$ cat src/rtl/turf_command_processor.sv
// turf_command_processor: decodes TURF control words into bus register accesses,
// trigger pulses or no-ops, and builds the response word sent back on COUTTIO.
// Ports:
//   sysclk_i, rst_i          clock and synchronous active-high reset
//   locked_i                 command link locked; commands ignored while low
//   command_i/_valid_i       32-bit command word and its one-cycle strobe
//   bus_req/we/addr/dat_o    single-outstanding bus master request
//   bus_ack_i, bus_dat_i     bus acknowledge and read data
//   trig_o, trig_dat_o       one-cycle trigger pulse and its held payload
//   response_o/_update_o     response word and its one-cycle update strobe
//   drop_count_o             saturating count of dropped commands
module turf_command_processor #(
  parameter int unsigned TIMEOUT = 64
) (
  input  logic        sysclk_i,
  input  logic        rst_i,
  input  logic        locked_i,
  input  logic [31:0] command_i,
  input  logic        command_valid_i,
  output logic        bus_req_o,
  output logic        bus_we_o,
  output logic [11:0] bus_addr_o,
  output logic [15:0] bus_dat_o,
  input  logic        bus_ack_i,
  input  logic [15:0] bus_dat_i,
  output logic        trig_o,
  output logic [15:0] trig_dat_o,
  output logic [31:0] response_o,
  output logic        response_update_o,
  output logic [7:0]  drop_count_o
);

  localparam int unsigned CNT_W = 8;
  localparam logic [CNT_W-1:0] TMO_LAST = CNT_W'(TIMEOUT - 1);
  localparam logic [CNT_W-1:0] DROP_MAX = '1;
  localparam logic [1:0]  OP_NOP   = 2'b00;
  localparam logic [1:0]  OP_WRITE = 2'b01;
  localparam logic [1:0]  OP_READ  = 2'b10;
  localparam logic [1:0]  OP_TRIG  = 2'b11;
  localparam logic [1:0]  RESP_ERR = 2'b11;
  localparam logic [15:0] TMO_DATA = 16'hDEAD;

  typedef enum logic [1:0] {ST_IDLE = 2'd0, ST_BUS = 2'd1, ST_RESP = 2'd2} state_t;

  state_t            state_q, state_d;
  logic              pend_valid_q, pend_valid_d;
  logic [31:0]       pend_cmd_q, pend_cmd_d;
  logic [1:0]        tag_q, tag_d;
  logic [CNT_W-1:0]  tmo_cnt_q, tmo_cnt_d;

  logic              bus_req_d, bus_we_d, trig_d, resp_upd_d;
  logic [11:0]       bus_addr_d;
  logic [15:0]       bus_dat_d, trig_dat_d;
  logic [31:0]       response_d;
  logic [7:0]        drop_d;

  logic              cmd_acc, launch_pend, launch_new, launch_rw, launch_trig;
  logic              to_pend, drop, bus_ack_hit, bus_tmo;
  logic [31:0]       launch_cmd;
  logic [1:0]        launch_op;

  // Acceptance and launch decode; NOPs never occupy a buffer slot.
  assign cmd_acc     = command_valid_i & locked_i & (command_i[31:30] != OP_NOP);
  assign launch_pend = pend_valid_q & locked_i & (state_q != ST_BUS);
  assign launch_new  = cmd_acc & ~pend_valid_q & (state_q == ST_IDLE);
  assign launch_cmd  = launch_pend ? pend_cmd_q : command_i;
  assign launch_op   = launch_cmd[31:30];
  assign launch_rw   = (launch_pend | launch_new) & ((launch_op == OP_WRITE) | (launch_op == OP_READ));
  assign launch_trig = (launch_pend | launch_new) & (launch_op == OP_TRIG);
  // Pending frees only after promotion, so a full slot drops the new word.
  assign to_pend     = cmd_acc & ~pend_valid_q & ~launch_new;
  assign drop        = cmd_acc & pend_valid_q;
  // Ack on the final counted cycle wins over the timeout.
  assign bus_ack_hit = (state_q == ST_BUS) & bus_ack_i;
  assign bus_tmo     = (state_q == ST_BUS) & ~bus_ack_i & (tmo_cnt_q == TMO_LAST);

  // State register.
  always_ff @(posedge sysclk_i) begin
    if (rst_i) state_q <= ST_IDLE;
    else       state_q <= state_d;
  end

  // Next-state logic.
  always_comb begin
    state_d = state_q;
    case (state_q)
      ST_IDLE: if (launch_rw) state_d = ST_BUS;
      ST_BUS:  if (bus_ack_hit | bus_tmo) state_d = ST_RESP;
      ST_RESP: state_d = launch_rw ? ST_BUS : ST_IDLE;
      default: state_d = ST_IDLE;
    endcase
  end

  // Next values of the registered outputs and datapath.
  always_comb begin
    bus_req_d    = (state_d == ST_BUS);
    bus_we_d     = bus_we_o;
    bus_addr_d   = bus_addr_o;
    bus_dat_d    = bus_dat_o;
    tag_d        = tag_q;
    trig_d       = launch_trig;
    trig_dat_d   = trig_dat_o;
    response_d   = response_o;
    resp_upd_d   = bus_ack_hit | bus_tmo;
    tmo_cnt_d    = tmo_cnt_q;
    pend_cmd_d   = pend_cmd_q;
    pend_valid_d = locked_i & ((pend_valid_q & ~launch_pend) | to_pend);
    drop_d       = drop_count_o;

    if (launch_rw) begin
      bus_we_d   = (launch_op == OP_WRITE);
      bus_addr_d = launch_cmd[27:16];
      bus_dat_d  = launch_cmd[15:0];
      tag_d      = launch_cmd[29:28];
      tmo_cnt_d  = '0;
    end else if (state_q == ST_BUS) begin
      tmo_cnt_d  = tmo_cnt_q + CNT_W'(1);
    end

    if (launch_trig) trig_dat_d = launch_cmd[15:0];

    if (bus_ack_hit) begin
      response_d = bus_we_o ? {OP_WRITE, tag_q, bus_addr_o, bus_dat_o}
                            : {OP_READ, tag_q, bus_addr_o, bus_dat_i};
    end else if (bus_tmo) begin
      response_d = {RESP_ERR, tag_q, bus_addr_o, TMO_DATA};
    end

    if (to_pend) pend_cmd_d = command_i;
    if (drop && drop_count_o != DROP_MAX) drop_d = drop_count_o + 8'd1;
  end

  // Output and datapath registers.
  always_ff @(posedge sysclk_i) begin
    if (rst_i) begin
      bus_req_o         <= 1'b0;
      bus_we_o          <= 1'b0;
      bus_addr_o        <= '0;
      bus_dat_o         <= '0;
      tag_q             <= '0;
      trig_o            <= 1'b0;
      trig_dat_o        <= '0;
      response_o        <= '0;
      response_update_o <= 1'b0;
      tmo_cnt_q         <= '0;
      pend_valid_q      <= 1'b0;
      pend_cmd_q        <= '0;
      drop_count_o      <= '0;
    end else begin
      bus_req_o         <= bus_req_d;
      bus_we_o          <= bus_we_d;
      bus_addr_o        <= bus_addr_d;
      bus_dat_o         <= bus_dat_d;
      tag_q             <= tag_d;
      trig_o            <= trig_d;
      trig_dat_o        <= trig_dat_d;
      response_o        <= response_d;
      response_update_o <= resp_upd_d;
      tmo_cnt_q         <= tmo_cnt_d;
      pend_valid_q      <= pend_valid_d;
      pend_cmd_q        <= pend_cmd_d;
      drop_count_o      <= drop_d;
    end
  end

endmodule

$ cat config.mk
export PLATFORM = sky130hd
export DESIGN_NAME = turf_command_processor
export DESIGN_NICKNAME = d
export VERILOG_FILES = /design/src/rtl/turf_command_processor.sv
export SDC_FILE = /design/constraint.sdc
export NUM_CORES = 1
export LEC_CHECK = 0
export CAP_MARGIN = 10
export CORE_ASPECT_RATIO = 0.9
export CORE_MARGIN = 2
export CORE_UTILIZATION = 40
export CTS_CLUSTER_DIAMETER = 100
export DETAILED_ROUTE_END_ITERATION = 10
export PLACE_DENSITY = 0.67
export SLEW_MARGIN = 20
export SYNTH_ARGS = -nofsm -noshare
export SYNTH_HDL_FRONTEND = slang
export SYNTH_SLANG_ARGS = --single-unit
export TNS_END_PERCENT = 10
$ cat constraint.sdc
create_clock -name sysclk_i -period 6.3 [get_ports sysclk_i]
set_input_delay 1.26 -clock sysclk_i [delete_from_list [all_inputs] [get_ports sysclk_i]]
set_output_delay 1.26 -clock sysclk_i [all_outputs]
set_load 0.02 [all_outputs]
==> results of run 1 <==
==> layout by cell type, fill, tap and decap left out, types with 11 or more instances in the layout <==
cell	count
a21oi_1	103
clkbuf_16	17
nand2_1	102
o21ai_0	23
a311oi_1	14
inv_1	13
o22ai_1	11
nor2_1	13
a211oi_2	13
a211oi_1	30
dfxtp_1	133
mux2i_1	19
clkdlybuf4s50_1	139
nand3b_1	15
==> power by group <==
part | internal, µW | total (µW) | switching [µW]
sequential | 862 | 880 | 17.9
clock | 681 | 1030 | 350
combinational | 87.1 | 193 | 106
==> critical path, delay by kind of cell <==
kind                       cells  cell delay, ns
and+or+nand+nor                4            1.51
buffers and inverters          3            1.01
adders and majority gates      1            0.27
muxes                          1            0.23
AOI/OAI and AO/OA              1            0.20
==> layout make-up <==
cell class                      instances  area, µm²
Tap cell                              172        215
Sequential cell                       133       2660
Inverter                               13       48.8
Timing Repair Buffer                  146       1460
Fill cell                            1234       6300
Multi-Input combinational cell        416       2530
Clock inverter                          8        120
Clock buffer                           23        508
==> path summary, 6_finish.rpt <==
path / start / end / cells past startpoint
max: locked_i / bus_addr_o[11] / 10
min: pend_cmd_q[5] / pend_cmd_q[5] / 2
max reg2reg: state_q[1] / bus_addr_o[11] / 10
min reg2reg: pend_cmd_q[5] / pend_cmd_q[5] / 2
==> logic make-up after synthesis <==
| kind of cell | share of synthesized area, % |
|---|---|
| compound gates | 24.3 |
| simple gates | 14.8 |
| flops | 47.5 |
| buf+inv | 7.50 |
| mux | 3.40 |
| xor+xnor | 1.56 |
| fa+ha+maj | 0.893 |
==> per-stage QoR <==
step	power, µW	setup slack [ns]
floorplan	1000	3.02
global placement	1080	1.83
detailed placement	1090	1.69
CTS	2120	2.12
global route	2180	1.82
finish	2100	2.05
==> routing by layer <==
metal	vias to the layer above	global-route usage [%]
met5	-	0
li1	2428	-
met1	2389	28.0
met4	0	6.52
met3	15	6.00
met2	181	34.6
==> sequential cells by signal, summed over array words and instances, names as in the netlist, 2 cells and up <==
| signal | flops |
|---|---|
| bus_addr_o | 12 |
| bus_dat_o | 16 |
| drop_count_o | 8 |
| pend_cmd_q | 32 |
| response_o | 32 |
| state_q | 2 |
| tag_q | 2 |
| tmo_cnt_q | 8 |
| trig_dat_o | 16 |
==> run metrics, run 1 <==
Post-Route Skew between 0.005 and 0.006 ns; Worst slew margin between 30% and 40%; Pins Over Slew Limit 0; final non-filler cell total a little over 900; Core Area 0.0139 mm²; final-report hold violation count 0; Rows 41; DP Area 0.00690 mm²; largest net degree at the start of global routing 75; DRC 0; flop and latch count out of synthesis roughly 130; Mapped Cells about 630; slowest CP cell clkdlybuf4s50_1; first-pass GRT wire length around 25 mm; WL met1 roughly 7 mm; Buffers on Ports 140; asr flop ratio synth 0%; post-synth top area share 47.5%; Final min period 4.25 ns; Yosys top cell by area dfxtp_1; Final TNS setup 0 ns; antenna fix cells 0; main flop type after synthesis dfxtp_1; WP data arrival 4.50 ns; most frequent cell after synthesis dfxtp_1; Crit Path Class in -> reg; hold-fix buffers at CTS 0; Cell Chain, Critical Path clkdlybuf4s50_1 -> nand3_2 -> buf_4 -> mux2i_1 -> inv_1 -> ha_1 -> and2_1 -> and2_1 -> and2_4 -> a311oi_1; fmax 235 MHz; top cells by count, synth dfxtp_1, a21oi_1, nand2_1; Initial Utilization 40.4%; maxcap violations 0; routed wl met3 857 µm; Die Span Y 116 µm; Seq/Total Area, Yosys between 40% and 50%; total CTS buffers 17; Total GRT Usage about a fifth; critical path fanouts, max 38; RePlAce Congestion 0.799; Final Setup Violations 0; CTS tree yes; layout cells sized above 1 8.53%; post-synth net total 686; syn avg cell area 8.91 µm²; I/O pin total 141; Congestion Overflow GR 0; Setup Buffers After CTS 0; post-CTS resize count 0; Clk Tree Root Cell clkbuf_16; worst min path class reg -> reg; nets@finish about 780; Die Width around 130 µm; synth unique cells 49; Pre-Repair DR Iteration Count 5; Layout Utilization 54.5%; vias in the first global route 4821; Reg2Reg Setup Slack about 2.7 ns; DRT iter0 DRCs 426; Max H-tree Level 4; EDFF count, synth 0; Final Cell Area 0.00755 mm²; Critical Path RT roughly 6.6 ns; CTS sink count roughly 130; Worst setup EP type flip-flop; WL final 15.8 mm; RSZ-0062 raised after global routing false; DRT antenna net count 0; top area cells in the synthesized netlist dfxtp_1, a21oi_1, nand2_1, a211oi_1, mux2i_1; Die Area 0.0150 mm²; Slew @ Worst Pin a little over 1 ns; Ys Warns 0; Min Hold Slack 0.454 ns; buffer depth of the longest clock path 2; VDD IR max 0.000170 V; delay of the slowest critical-path stage 0.60 ns; WL met2 7.58 mm; fin crit share 67.5%; Cell Area, Synth 0.00560 mm²; critical path's most frequent cell and2_1; Layout area overhead 34.8%; Critical Path Source Type input pin; cell count after placement 879; Leak Pwr 0.00262 µW; initial antenna violation count 0; DP HPWL around 11 mm; vias per cell 5.50; pwr dens around 280 mW/mm²; Clock Latency Late Sink 0.41 ns; via count 5013; DR WL/cell ~17 µm; status finished clean; Worst-path clk slew around 0.06 ns; Top Metal Used met4
Note: power is estimated with default switching activity, not from simulation.
==> run 2, diff against run 1 <==
- PLACE_DENSITY: 0.67 -> 0.7
- clock period: 6.3 -> 3.4 ns (I/O delays scaled with it)
==> run 2 against run 1 <==
  * Clock-buffer cell count shrank 5
  * First-iteration DRC count shrank 22%
  * Critical endpoint is now bus_addr_o[3]
  * Global-route usage shrank 0.62 points
  * Wire length down 0.16%
  * Core utilization about the same
  * Sequential power is 85% higher
  * Combinational power is 84% higher
  * Design area about the same
  * Die area unchanged
  * Critical path depth down 1
  * Sequential share of layout area barely moved
==> run metrics, run 2 (synthesis results as in run 1) <==
Critical Path Source Type input pin; sequential share of power 42.6% (+0.8 points); WP data arrival 2.99 ns (-1.51 ns); nets@finish 791 (+0.89%); Initial Utilization 40.4% (unchanged); first-pass GRT wire length 24.4 mm (-2.5%); largest registers pend_cmd_q (32), response_o (32); final-report hold violation count 0 (unchanged); post-CTS resize count 0 (unchanged); cell count after placement 887 (+0.91%); DR WL/cell 17.2 µm (-0.92%); Cell Int Power 2920 µW (+79%); final non-filler cell total 918 (+0.77%); layout cells sized above 1 9.38% (+0.86 points); Max H-tree Level 4 (unchanged); Cell Chain, Critical Path clkdlybuf4s50_1 -> nand3_2 -> mux2i_1 -> inv_1 -> ha_1 -> and2_1 -> and2_1 -> and2_4 -> a311oi_1; commonest non-fill, non-tap cells in the layout clkdlybuf4s50_1, dfxtp_1, a21oi_1; Worst-path clk slew 0.06 ns (about the same); commonest non-fill, non-tap cell in the layout clkdlybuf4s50_1; vias in the first global route 4815 (-0.12%); Layout Utilization 54.5% (about the same); P_sw 905 µW (+91%); Register Area 0.00266 mm² (unchanged); Pins Over Slew Limit 0 (unchanged); CTS tree yes; Pre-Repair DR Iteration Count 5 (unchanged); critical path's most frequent cell and2_1; Setup Buffers After CTS 0 (unchanged); Slew @ Worst Pin 0.952 ns (-0.0858 ns); DRC 0 (unchanged); Clock Latency Late Sink 0.41 ns (about the same); WL final 15.7 mm (-0.16%); Core Area 0.0139 mm² (unchanged); Rows 41 (unchanged); # fillers 1213 (-1.7%); Die Width 129 µm (unchanged); pwr dens 507 mW/mm² (+82%); fin crit share 80.1%; Final TNS setup 0 ns (unchanged); area of the multi-input gates 0.00253 mm² (unchanged); worst min path class reg -> reg; Layout area overhead 34.8% (about the same); Final Setup Violations 0 (unchanged); hold-fix buffers at CTS 0 (unchanged); via count 5041 (+0.56%); total CTS buffers 17 (unchanged); critical path fanouts, max 38 (unchanged); Worst slew margin 36.5% (+5.9 points); DRT iter0 DRCs 334 (-22%); DRT antenna net count 0 (unchanged); vias per cell 5.49 (-0.21%); VDD IR max 0.000332 V (+95%); Total GRT Usage 20.7% (-0.62 points); status finished clean; Combinational Power Share 9.3% (about the same); CTS sink count 133 (unchanged); Critical Path RT 3.66 ns (-2.89 ns); Final min period 2.72 ns; antenna fix cells 0 (unchanged); Worst setup EP type flip-flop; Crit Path Class in -> reg; fmax 367 MHz; buffer depth of the longest clock path 2 (unchanged); Die Span Y 116 µm (unchanged); RePlAce Congestion 0.812 (+1.6%); Post-Route Skew 0.00554 ns (-0.000102 ns); Buffers on Ports 140 (unchanged); clock share of power 48.1% (-0.9 points); DP HPWL 10.9 mm (+1.8%); Leak Pwr 0.00262 µW (+0.18%); delay of the slowest critical-path stage 0.60 ns (about the same); Die Area 0.0150 mm² (unchanged); Congestion Overflow GR 0 (unchanged); Min Hold Slack 0.453 ns (-0.000621 ns); initial antenna violation count 0 (unchanged); I/O pin total 141 (unchanged); largest net degree at the start of global routing 73 (-2.7%); Net Sw Frac 23.6% (+1.1 points); slowest CP cell clkdlybuf4s50_1; RSZ-0062 raised after global routing false; Clk Tree Root Cell clkbuf_16; maxcap violations 0 (unchanged)
==> run 2: final timing paths <==
| check | start | endpoint | slack (ns) | cells after the start |
|---|---|---|---|---|
| max | locked_i | bus_addr_o[3] | 0.68 | 9 |
| min | pend_cmd_q[2] | pend_cmd_q[2] | 0.45 | 2 |
| max reg2reg | state_q[1] | bus_addr_o[3] | 0.74 | 9 |
| min reg2reg | pend_cmd_q[2] | pend_cmd_q[2] | 0.45 | 2 |
==> run 2: metrics by stage <==
stage	worst slack [ns]	instance area (µm²)	total power [µW]
2_1_floorplan	0.699	5600	1850
3_3_place_gp	0.447	6960	2010
3_5_place_dp	0.250	6960	2020
4_1_cts	0.686	7550	3850
6_report	0.676	7550	3830
5_1_grt	0.508	7550	3950
==> run 2: per-layer routing <==
metal  GRT usage (%)  share of wire, %  up-vias
met2            34.2                48      180
met5               0                 0        -
met3            5.86               7.0       24
li1                -                 -     2445
met1            26.4                43     2392
met4            6.96               1.7        0
==> run 2: cell type report <==
class                           count  area share (%)
Timing Repair Buffer              153            19.8
Tap cell                          172            2.85
Sequential cell                   133            35.2
Inverter                           13           0.646
Clock buffer                       18            5.81
Multi-Input combinational cell    416            33.5
Clock inverter                     13            2.09
==> run 2: critical path: cells and delay by family <==
| family | cells | cell delay, ns |
|---|---|---|
| AO/OA/AOI/OAI | 1 | 0.17 |
| adder cells (fa/ha/maj) | 1 | 0.27 |
| buffers and inverters | 2 | 0.67 |
| multiplexers | 1 | 0.25 |
| AND/OR/NAND/NOR | 4 | 0.93 |
==> run 2: power groups by stage <==
stage / Combinational, µW / Clock, µW / Sequential [µW]
3_3_place_gp: 345 / 0 / 1660
3_5_place_dp: 355 / 0 / 1660
6_report: 356 / 1840 / 1630
4_1_cts: 355 / 1870 / 1630
2_1_floorplan: 173 / 0 / 1680
5_1_grt: 380 / 1940 / 1630
==> run 3, diff against run 2 <==
- PLACE_DENSITY: 0.7 -> 0.67
- clock period: 3.4 -> 2.6 ns (I/O delays scaled with it)
==> run 3 against run 2 <==
  * Power grew 33%
  * First-iteration DRC count shrank 4.8%
  * Register-to-register slack lost 0.62 ns
  * Clock power grew 34%
  * Combinational power grew 35%
  * Worst hold slack gained 0.00084 ns
  * Design area grew 1.6%
  * Die area is the same
  * Setup slack lost 0.55 ns
  * Clock skew shrank 0.0011 ns
  * Clock-buffer cell count grew 3
  * Sequential cell count is the same
  * Critical path type is now reg -> reg
  * Critical endpoint is now bus_dat_o[2]
  * Largest cell class unchanged
==> run metrics, run 3 (synthesis results as in run 1) <==
largest registers pend_cmd_q (32), response_o (32); antenna fix cells 0 (unchanged); DRC 0 (unchanged); Core Area 0.0139 mm² (unchanged); RePlAce Congestion 0.824 (+1.4%); DR WL/cell 17.0 µm (-0.68%); WL final 15.8 mm (+0.62%); final non-filler cell total 930 (+1.3%); DRT antenna net count 0 (unchanged); # fillers 1258 (+3.7%); Die Width 129 µm (unchanged); DP HPWL 10.9 mm (+0.13%); Buffers on Ports 140 (unchanged); maxcap violations 0 (unchanged); final setup margin 0.121 ns (-0.555 ns); buffer depth of the longest clock path 2 (unchanged); area of the multi-input gates 0.00254 mm² (+0.25%); total CTS buffers 17 (unchanged); final-report hold violation count 0 (unchanged); Setup WS pre-CTS -0.214 ns (-0.464 ns); post-CTS resize count 0 (unchanged); nets@finish 803 (+1.5%); Max H-tree Level 4 (unchanged); Final Setup Violations 0 (unchanged); HP Start pend_cmd_q[9]; worst min path class reg -> reg; largest net degree at the start of global routing 71 (-2.7%); Pre-Repair DR Iteration Count 6 (+1); layout cells sized above 1 10.3% (+0.91 points); status finished clean; vias per cell 5.47 (-0.35%); Worst setup EP type flip-flop; CTS sink count 133 (unchanged); Setup Buffers After CTS 0 (unchanged); via count 5089 (+0.95%); CTS tree yes; WP data arrival 2.79 ns (-0.20 ns); total power 5080 µW (+33%); RSZ-0062 raised after global routing true; commonest non-fill, non-tap cell in the layout clkdlybuf4s50_1; Clk Tree Root Cell clkbuf_16; Worst slew margin 59.4% (+23 points); initial antenna violation count 0 (unchanged); fmax 403 MHz; Register Area 0.00266 mm² (unchanged); DP Area 0.00706 mm² (+1.5%); Leak Pwr 0.00269 µW (+2.7%); Total GRT Usage 21.0% (+0.26 points); Pins Over Slew Limit 0 (unchanged); Final min period 2.48 ns; Post-Route Skew 0.00442 ns (-0.00112 ns); Rows 41 (unchanged); Congestion Overflow GR 0 (unchanged); Critical Path RT 2.91 ns (-0.75 ns); fin crit share 95.3%; Slew @ Worst Pin 0.609 ns (-0.343 ns); Initial Utilization 40.4% (unchanged); cell count after placement 898 (+1.2%); Critical Path Source Type flip-flop; Clock Latency Late Sink 0.41 ns (about the same); I/O pin total 141 (unchanged); vias in the first global route 4761 (-1.1%); Die Area 0.0150 mm² (unchanged); Die Span Y 116 µm (unchanged); pwr dens 661 mW/mm² (+30%); Layout area overhead 37.0%; VDD IR max 0.000431 V (+30%); Layout Utilization 55.4% (+0.89 points); critical path fanouts, max 17 (-55%); Crit Path Class reg -> reg; Worst-path clk slew 0.06 ns (about the same); Worst Setup SP state_q[0]; Final Cell Area 0.00768 mm² (+1.6%); reg-to-reg startpoint state_q[0]; hold-fix buffers at CTS 0 (unchanged); DRT iter0 DRCs 318 (-4.8%); commonest non-fill, non-tap cells in the layout clkdlybuf4s50_1, dfxtp_1, a21oi_1; first-pass GRT wire length 24.7 mm (+1.1%)
-- run 3: worst paths after layout --
path,end,slack (ns),cells past startpoint
min reg2reg,pend_cmd_q[9],0.45,2
max,bus_dat_o[2],0.12,10
min,pend_cmd_q[9],0.45,2
max reg2reg,bus_dat_o[2],0.12,10
-- run 3: power by group --
part / switching (µW) / total (µW) / internal [µW]
clock network: 847 / 2460 / 1620
logic: 257 / 480 / 223
registers: 43.5 / 2130 / 2090
-- run 3: final cells by class --
class | instances | area share (%)
sequential | 133 | 34.7
multi-input combinational | 417 | 33.1
timing repair buffer | 164 | 20.9
clock buffer | 21 | 5.87
tap | 172 | 2.80
clock inverter | 10 | 2.02
inverter | 13 | 0.636
-- run 3: per-layer routing --
layer / global-route usage [%] / vias to the layer above / share of wire (%)
met4: 6.30 / 0 / 1.6
met3: 6.14 / 18 / 5.6
met2: 34.1 / 142 / 48
met5: 0 / - / 0
met1: 27.3 / 2468 / 45
li1: - / 2461 / -
-- run 3: metrics by stage --
stage               setup TNS (ns)  hold WS [ns]
floorplan                        0         0.436
global placement             -1.86         0.441
detailed placement           -6.89         0.446
CTS                              0         0.454
global route               -0.0329         0.467
finish                           0         0.454
-- run 3: critical path, stage by stage, from the launching register on --
cell	delay [ns]
dfxtp_1	0.45
nand2b_4	0.16
nand3_2	0.15
mux2i_1	0.27
inv_1	0.07
ha_1	0.27
and2_1	0.14
and2_1	0.21
buf_4	0.26
a21oi_1	0.12
a211oi_1	0.27
